==> src/rtl/pipeline_egress_pkg.sv <==
// Shared types/helpers for the pipeline egress buffer.
// Holds width helpers, parameter checks and default stitch latency.
package pipeline_egress_pkg;

  localparam int STITCH_LATENCY = 2;

  // Width of a counter that must hold values 0..n.
  function automatic int cnt_w(input int n);
    return (n < 1) ? 1 : $clog2(n + 1);
  endfunction

  function automatic bit params_legal(
    input int lat,
    input int dep
  );
    return (lat >= 1) && (dep >= 1);
  endfunction

endpackage

==> src/rtl/pipeline_egress_fifo.sv <==
// Synchronous first-word-fall-through FIFO.
// Ports: clk, rst, push/wdata, pop/rdata, count, full, empty.
module pipeline_egress_fifo
  import pipeline_egress_pkg::*;
#(
  parameter int DATA_WIDTH = 32,
  parameter int DEPTH      = 4,
  localparam int CW        = cnt_w(DEPTH)
) (
  input  logic                  clk,
  input  logic                  rst,
  input  logic                  push,
  input  logic [DATA_WIDTH-1:0] wdata,
  input  logic                  pop,
  output logic [DATA_WIDTH-1:0] rdata,
  output logic [CW-1:0]         count,
  output logic                  full,
  output logic                  empty
);

  localparam int AW = (DEPTH > 1) ? $clog2(DEPTH) : 1;
  localparam logic [AW-1:0] LAST = AW'(DEPTH - 1);

  logic [DATA_WIDTH-1:0] r_mem [DEPTH];
  logic [AW-1:0]         r_wr;
  logic [AW-1:0]         r_rd;
  logic [CW-1:0]         r_cnt;

  // Explicit wrap so non-power-of-two depths stay in range.
  function automatic logic [AW-1:0] nxt(
    input logic [AW-1:0] p
  );
    return (p == LAST) ? '0 : p + 1'b1;
  endfunction

  always_ff @(posedge clk) begin
    if (push) r_mem[r_wr] <= wdata;
  end

  always_ff @(posedge clk) begin
    if (rst) begin
      r_wr  <= '0;
      r_rd  <= '0;
      r_cnt <= '0;
    end else begin
      if (push) r_wr <= nxt(r_wr);
      if (pop)  r_rd <= nxt(r_rd);
      case ({push, pop})
        2'b10:   r_cnt <= r_cnt + 1'b1;
        2'b01:   r_cnt <= r_cnt - 1'b1;
        default: r_cnt <= r_cnt;
      endcase
    end
  end

  assign rdata = r_mem[r_rd];
  assign count = r_cnt;
  assign full  = (r_cnt == CW'(DEPTH));
  assign empty = (r_cnt == '0);

endmodule

==> src/rtl/pipeline_egress_buffer.sv <==
// Flow control around a fixed-latency stitched pipeline.
// Ports: clk, rst, in_valid/in_ready, pipe_out, out_valid/out_data/out_ready, occupancy.
module pipeline_egress_buffer
  import pipeline_egress_pkg::*;
#(
  parameter int DATA_WIDTH = 32,
  parameter int LATENCY    = STITCH_LATENCY,
  parameter int DEPTH      = 4,
  localparam int CW        = cnt_w(DEPTH)
) (
  input  logic                  clk,
  input  logic                  rst,
  input  logic                  in_valid,
  output logic                  in_ready,
  input  logic [DATA_WIDTH-1:0] pipe_out,
  output logic                  out_valid,
  output logic [DATA_WIDTH-1:0] out_data,
  input  logic                  out_ready,
  output logic [CW-1:0]         occupancy
);

  localparam int IW = cnt_w(LATENCY);
  localparam int SW = cnt_w(DEPTH + LATENCY);

  if (!params_legal(LATENCY, DEPTH)) begin : g_bad_params
    $error("pipeline_egress_buffer: LATENCY and DEPTH must be >= 1");
  end

  logic [LATENCY-1:0] r_vld;
  logic [IW-1:0]      w_inflight;
  logic [SW-1:0]      w_total;
  logic [CW-1:0]      w_count;
  logic               w_accept;
  logic               w_push;
  logic               w_pop;
  logic               w_full;
  logic               w_empty;

  assign w_accept = in_valid && in_ready;

  // Bit i set means the word on the pipeline's stage i is real.
  always_ff @(posedge clk) begin
    if (rst) r_vld <= '0;
    else     r_vld <= LATENCY'({r_vld, w_accept});
  end

  always_comb begin
    w_inflight = '0;
    for (int i = 0; i < LATENCY; i++) begin
      w_inflight = w_inflight + IW'(r_vld[i]);
    end
  end

  // Credit covers stored plus in-flight words; state-only path.
  assign w_total  = SW'(w_count) + SW'(w_inflight);
  assign in_ready = (w_total < SW'(DEPTH));

  assign w_push = r_vld[LATENCY-1];
  assign w_pop  = out_valid && out_ready;

  pipeline_egress_fifo #(
    .DATA_WIDTH (DATA_WIDTH),
    .DEPTH      (DEPTH)
  ) u_fifo (
    .clk   (clk),
    .rst   (rst),
    .push  (w_push),
    .wdata (pipe_out),
    .pop   (w_pop),
    .rdata (out_data),
    .count (w_count),
    .full  (w_full),
    .empty (w_empty)
  );

  assign out_valid = !w_empty;
  assign occupancy = w_count;

  a_no_overflow: assert property (
    @(posedge clk) disable iff (rst) !(w_push && w_full)
  );

endmodule

==> config.mk <==
export PLATFORM = sky130hd
export DESIGN_NAME = pipeline_egress_buffer
export DESIGN_NICKNAME = d
export VERILOG_FILES = /design/src/rtl/pipeline_egress_pkg.sv /design/src/rtl/pipeline_egress_fifo.sv /design/src/rtl/pipeline_egress_buffer.sv
export SDC_FILE = /design/constraint.sdc
export NUM_CORES = 1
export LEC_CHECK = 0
export CORE_ASPECT_RATIO = 1.2
export CORE_MARGIN = 5
export CORE_UTILIZATION = 55
export CTS_CLUSTER_DIAMETER = 40
export DETAILED_ROUTE_END_ITERATION = 6
export DONT_BUFFER_PORTS = 1
export GPL_ROUTABILITY_DRIVEN = 0
export PLACE_DENSITY = 0.7
export SYNTH_ARGS = -nofsm -noshare
export SYNTH_HDL_FRONTEND = slang
export SYNTH_SLANG_ARGS = --single-unit
==> constraint.sdc <==
create_clock -name clk -period 2 [get_ports clk]
set_clock_uncertainty 0.1 [all_clocks]
set_input_delay 0.4 -clock clk [delete_from_list [all_inputs] [get_ports clk]]
set_output_delay 0.4 -clock clk [all_outputs]
set_load 0.02 [all_outputs]
---- Word level (Yosys, flattened, before mapping) ----
Memory sizes are Yosys's and may differ from the RTL's. A register that Yosys moved wholly into a read port is not among the register bits.
Index checks and enable logic that the tools add are counted.
word-level totals
  flip-flop bits (word level) ............. 9
  memories kept ........................... 1
  memory bits (writable) .................. 128
  input bits .............................. 36
  output and inout port bits .............. 37
cells by class
  reduce and logical (&&, ||, !) cells .... 5
  muxes and demuxes ....................... 7
  equality and inequality tests ........... 4
  order comparisons ....................... 1
  $add $sub $neg .......................... 6
memory list
  memory        depth  width  rd ports  clocked after memory_dff  write ports  RTL line                    source
  u_fifo.r_mem  4      32     1         1                         1            pipeline_egress_fifo.sv:24  logic [DATA_WIDTH-1:0] r_mem [DEPTH];
operators by type and width
  operator                                                               count
  2-bit 2-to-1 mux                                                       4
  2-bit equality test, second input constant                             3
  3-bit case mux with 2 select lines                                     1
  2-bit by 1-bit adder with 2-bit output, second input constant          2
  3-bit by 1-bit adder with 3-bit output, second input constant          1
  3-bit by 2-bit adder with 3-bit output                                 1
  3-bit zero test                                                        1
  3-bit < comparator, second input constant                              1
  3-bit by 1-bit subtractor with 3-bit output, second input constant     1
  1-bit by 1-bit adder with 2-bit output                                 1
  2-bit by 1-bit equality test with 1-bit output, second input constant  1
  1-bit logical AND                                                      2
  1-bit 2-to-1 mux                                                       2
  2-bit nonzero test                                                     1
  1-bit zero test                                                        1

---- Depth between registers and ports, before layout ----
  depth in word-level cells ............... 5
  gate-level depth with buffers ........... 8

---- Cells and area by module ----
From an unflattened synthesis, not the netlist that was laid out.
unflattened totals
  cell total of the unflattened synthesis .. 228
  area, all modules ....................... 5231.3 um^2
by module, submodules not included
  module                  cells each  times used  seq. area each (um^2)  area each (um^2)
  pipeline_egress_fifo    215         1           4023.9                 5106.1
  pipeline_egress_buffer  13          1           40.0                   125.1

---- Worst setup path after synthesis ----
Ideal clock, no wire load.
  path kind ............................... register -> register
  start point ............................. register u_fifo.r_cnt[0], in the netlist u_fifo.count[0]
  end point ............................... register u_fifo.r_cnt[2], in the netlist u_fifo.count[2]
  cell stages (with the launch flop) ...... 9
  path slack .............................. -21 ps
  path buffers ............................ 0
  required time ........................... 1830 ps
  data arrival time ....................... 1851 ps
  cell sequence ........................... dfxtp_1 > o31ai_2 > inv_1 > ha_1 > inv_1 > fa_1 > xor2_1 > or3_1 > a21oi_1
between the ends
  longest elaborated chain between the ends .. 5
  elaborated cells between the ends (all ways) .. 9
ends and longest elaborated chain
  item                                                                                          RTL line                      source
  start, declared                                                                               pipeline_egress_fifo.sv:27    logic [CW-1:0] r_cnt;
  start signal, assigned                                                                        pipeline_egress_fifo.sv:49    2'b10: r_cnt <= r_cnt + 1'b1;
  start signal, assigned                                                                        pipeline_egress_fifo.sv:50    2'b01: r_cnt <= r_cnt - 1'b1;
  start signal, assigned                                                                        pipeline_egress_fifo.sv:51    default: r_cnt <= r_cnt;
  3-bit zero test                                                                               pipeline_egress_fifo.sv:59    assign empty = (r_cnt == '0);
  1-bit zero test                                                                               pipeline_egress_buffer.sv:76  assign out_valid = !w_empty;
  1-bit logical AND                                                                             pipeline_egress_buffer.sv:59  assign w_pop = out_valid && out_ready;
  2-bit by 1-bit equality test with 1-bit output / 2-bit equality test (equally long branches)  pipeline_egress_fifo.sv:48    case ({push, pop})
  3-bit case mux with 2 select lines / 2-bit nonzero test (equally long branches)               --
Parallel ways exist; a longest one is shown, timed or not.
A chain may end at the register's enable or synchronous reset.

==> qor.yml <==
setup_path:
  timing.rr.end: "u_fifo.count[2]"
  r2r_slack_ns: 0.08
  worstPathCellList: "buf_12 > mux4_2"
  slowest_stage: "mux4_2"
  criticalPathCategory: "reg2out"
  end_kind: "output pin"
  worstSetupStartpointType: "flop"
  endpoint: "out_data[18]"
  cp.arrival_ns: 1.58
  cp.required_ns: 1.50
  worstPathMaxFanout: 14
  reg2reg_from: "u_fifo.count[0]"
  ff2ff_path_depth: 9
  critPathMaxStageDelay_ns: 0.61
floorplan:
  start_util_pct: 55.36
  ioPinCount: 73
  core.rowCount: 39
  dieArea_sq_um: 11530
  core_sq_um: 9418
  die_y_microns: 116.7
  die_w_microns: 98.88
global_routing:
  grt_max_degree: 33
  grt_usage_pct: 16.25
  grt_pass1_wl_microns: 13520
  antenna_found_initial: 0
  grt-ovfl-total: 0
  grt_pass1_vias: 2528
pwr:
  peakVddDrop_mv: 0.9541
  power.total_mw: 7.828
  cellPowerDensity_nw_per_um2: 1209
  power_leakage_nw: 2.089
yosys:
  ys_types: 26
  postSynthCellCount: 225
  ys_seq_area_share_pct: 77.95
  yosysWarnings: 0
  synth_fa_ha_area_share_pct: 2.064
  synthSimpleGateAreaFrac_pct: 2.064
  synth_top_family_by_area: "multiplexers"
  muxShareOfSynthArea_pct: 14.35
  post-synth-top-area-cell: "edfxtp_1"
  synth-xor-area-share_pct: 0.3360
  syn_area_per_cell_sq_um: 23.17
  synthTopCellsByArea: "edfxtp_1 74%, mux4_2 13%, dfxtp_1 4.2%"
  yosysTopAreaCellShare_pct: 73.72
  ys_ff_latch: 139
  netlist_area_sq_um: 5214
  synth_compound_area_share_pct: 1.008
  syn_nets: 269
timing:
  fmax_ghz: 0.4814
  fin_crit_ns: 2.077
  fin_ws_ns: -0.07741
  period_share_pct: 103.9
  hold_viol: 0
  worst_pin_slew_ns: 0.8768
  rsz0062_at_grt: "true"
  slew_violations: 0
  setup_viol_count_final: 33
  relSlewSlack_pct: 41.55
drt:
  first_pass_iters: 4
  drc: 0
  wirelength_microns: 8768
  vias: 2339
  wire_per_inst_microns: 20.93
  drtIter0Drc: 116
  ant_nets: 0
  via_per_inst: 5.582
finish:
  n_antenna_cell: 0
  mostFrequentLayoutCell: "edfxtp_1"
  final-instance-count-excl-fill: 419
  drive_above_1_share_pct: 31.76
  final_cell_mix: "128 x edfxtp_1, 33 x dlygate4sd3_1, 32 x mux4_2, 17 x clkbuf_16"
  area_growth_syn_to_layout_pct: 24.21
  nNetsFinal: 327
run_status:
  violations: "negative setup slack"
  status: "finished with violations"
clocking:
  cts_buffers: 17
  insertion_delay_ns: 0.40
  path_clk_slew_ns: 0.06
  cts_htree_levels: 4
  clockRootBuffer: "clkbuf_16"
  cts_tree: "yes"
  numClockSinks: 139
  cts_buffer_depth: 2
place:
  io_buffer_count: 0
  dp_hpwl_microns: 5259
  placed_cells: 352
worst_hold_path:
  hold_path.class: "in2reg"
flow_run:
  max_cap_violations: 0
[timing repair]
action                                  CTS  global route
endpoints found under the setup margin   33            35
resized for setup                        11             7
cloned                                    0             0
hold buffers                             33             0
hold endpoints to repair                139             0
buffers inserted                          1             1
pin swaps                                 1             4
[cell families after synthesis]
kind of cell	Yosys count
compound gates	8
xor+xnor	2
fa+ha+maj	8
buf+inv	15
flops	139
mux	34
simple gates	19
[cell type report]
class / instances / area (sq um)
Clock buffer: 17 / 425.4
Clock inverter: 15 / 196.4
Fill cell: 576 / 2942
Inverter: 7 / 26.28
Multi-Input combinational cell: 71 / 1076
Sequential cell: 139 / 4076
Tap cell: 123 / 153.9
Timing Repair Buffer: 47 / 521.8
[state kept, by name, summed over array words and instances (netlist names), named ones only]
| name | count |
|---|---|
| u_fifo.r_mem | 128 |
| u_fifo.count | 3 |
| r_vld | 2 |
| u_fifo.r_rd | 2 |
| u_fifo.r_wr | 2 |
[how the worst min path moves through the flow]
stage / start / end / depth (start not counted)
floorplan: r_vld[0] / r_vld[1] / 1
global placement: r_vld[0] / r_vld[1] / 1
detailed placement: r_vld[0] / r_vld[1] / 1
CTS: in_valid / r_vld[0] / 1
global route: in_valid / r_vld[0] / 1
finish: in_valid / r_vld[0] / 1
[stage by stage]
step           TNS [ns]  hold slack (ns)  instance area [sq um]  util (%)  setup WS (ns)
4_1_cts          -2.744          0.02759                   6446     68.45        -0.1065
3_3_place_gp          0           0.3575                   5454     57.91         0.1582
2_1_floorplan         0           0.3422                   5218         -        0.09772
5_1_grt          -3.929          0.02296                   6476     68.77        -0.1425
3_5_place_dp          0           0.3557                   5454     57.91        0.07820
6_report         -1.743          0.04055                   6476     68.77       -0.07741
[metal layers]
layer	GRT usage (%)	routed length, microns
met4	5.738	74
met5	0	0
met3	6.511	504
met2	28.18	4891
met1	18.35	3298
[worst max-delay path: cells and delay by family, from the launching register on]
| kind | cells | cell delay, ns |
|---|---|---|
| muxes | 1 | 0.61 |
| DFF | 1 | 0.39 |
| buffers and inverters | 1 | 0.17 |
[synthesized netlist by cell type]
cell type,number
inv_1,7
buf_2,3
a21o_1,1
o31ai_2,1
nor2_1,6
nor3b_1,1
dfxtp_1,11
buf_6,1
fa_1,1
mux4_2,30
edfxtp_1,128
a21boi_0,1
ha_1,7
nor2b_1,2
mux2i_1,2
o21ai_0,1
xor2_1,2
clkbuf_1,1
buf_12,3
nand2_1,1
a21oi_1,4
or3_1,3
nor4bb_1,1
and2_1,4
mux4_1,2
nand3b_1,1
[report_power, final]
part / total [mW] / switching (mW) / internal [mW]
logic: 1.29 / 0.680 / 0.607
clock network: 3.22 / 1.14 / 2.08
registers: 3.32 / 0.0577 / 3.26
total: 7.83 / 1.88 / 5.95
Power figures use the tool's default switching activity.
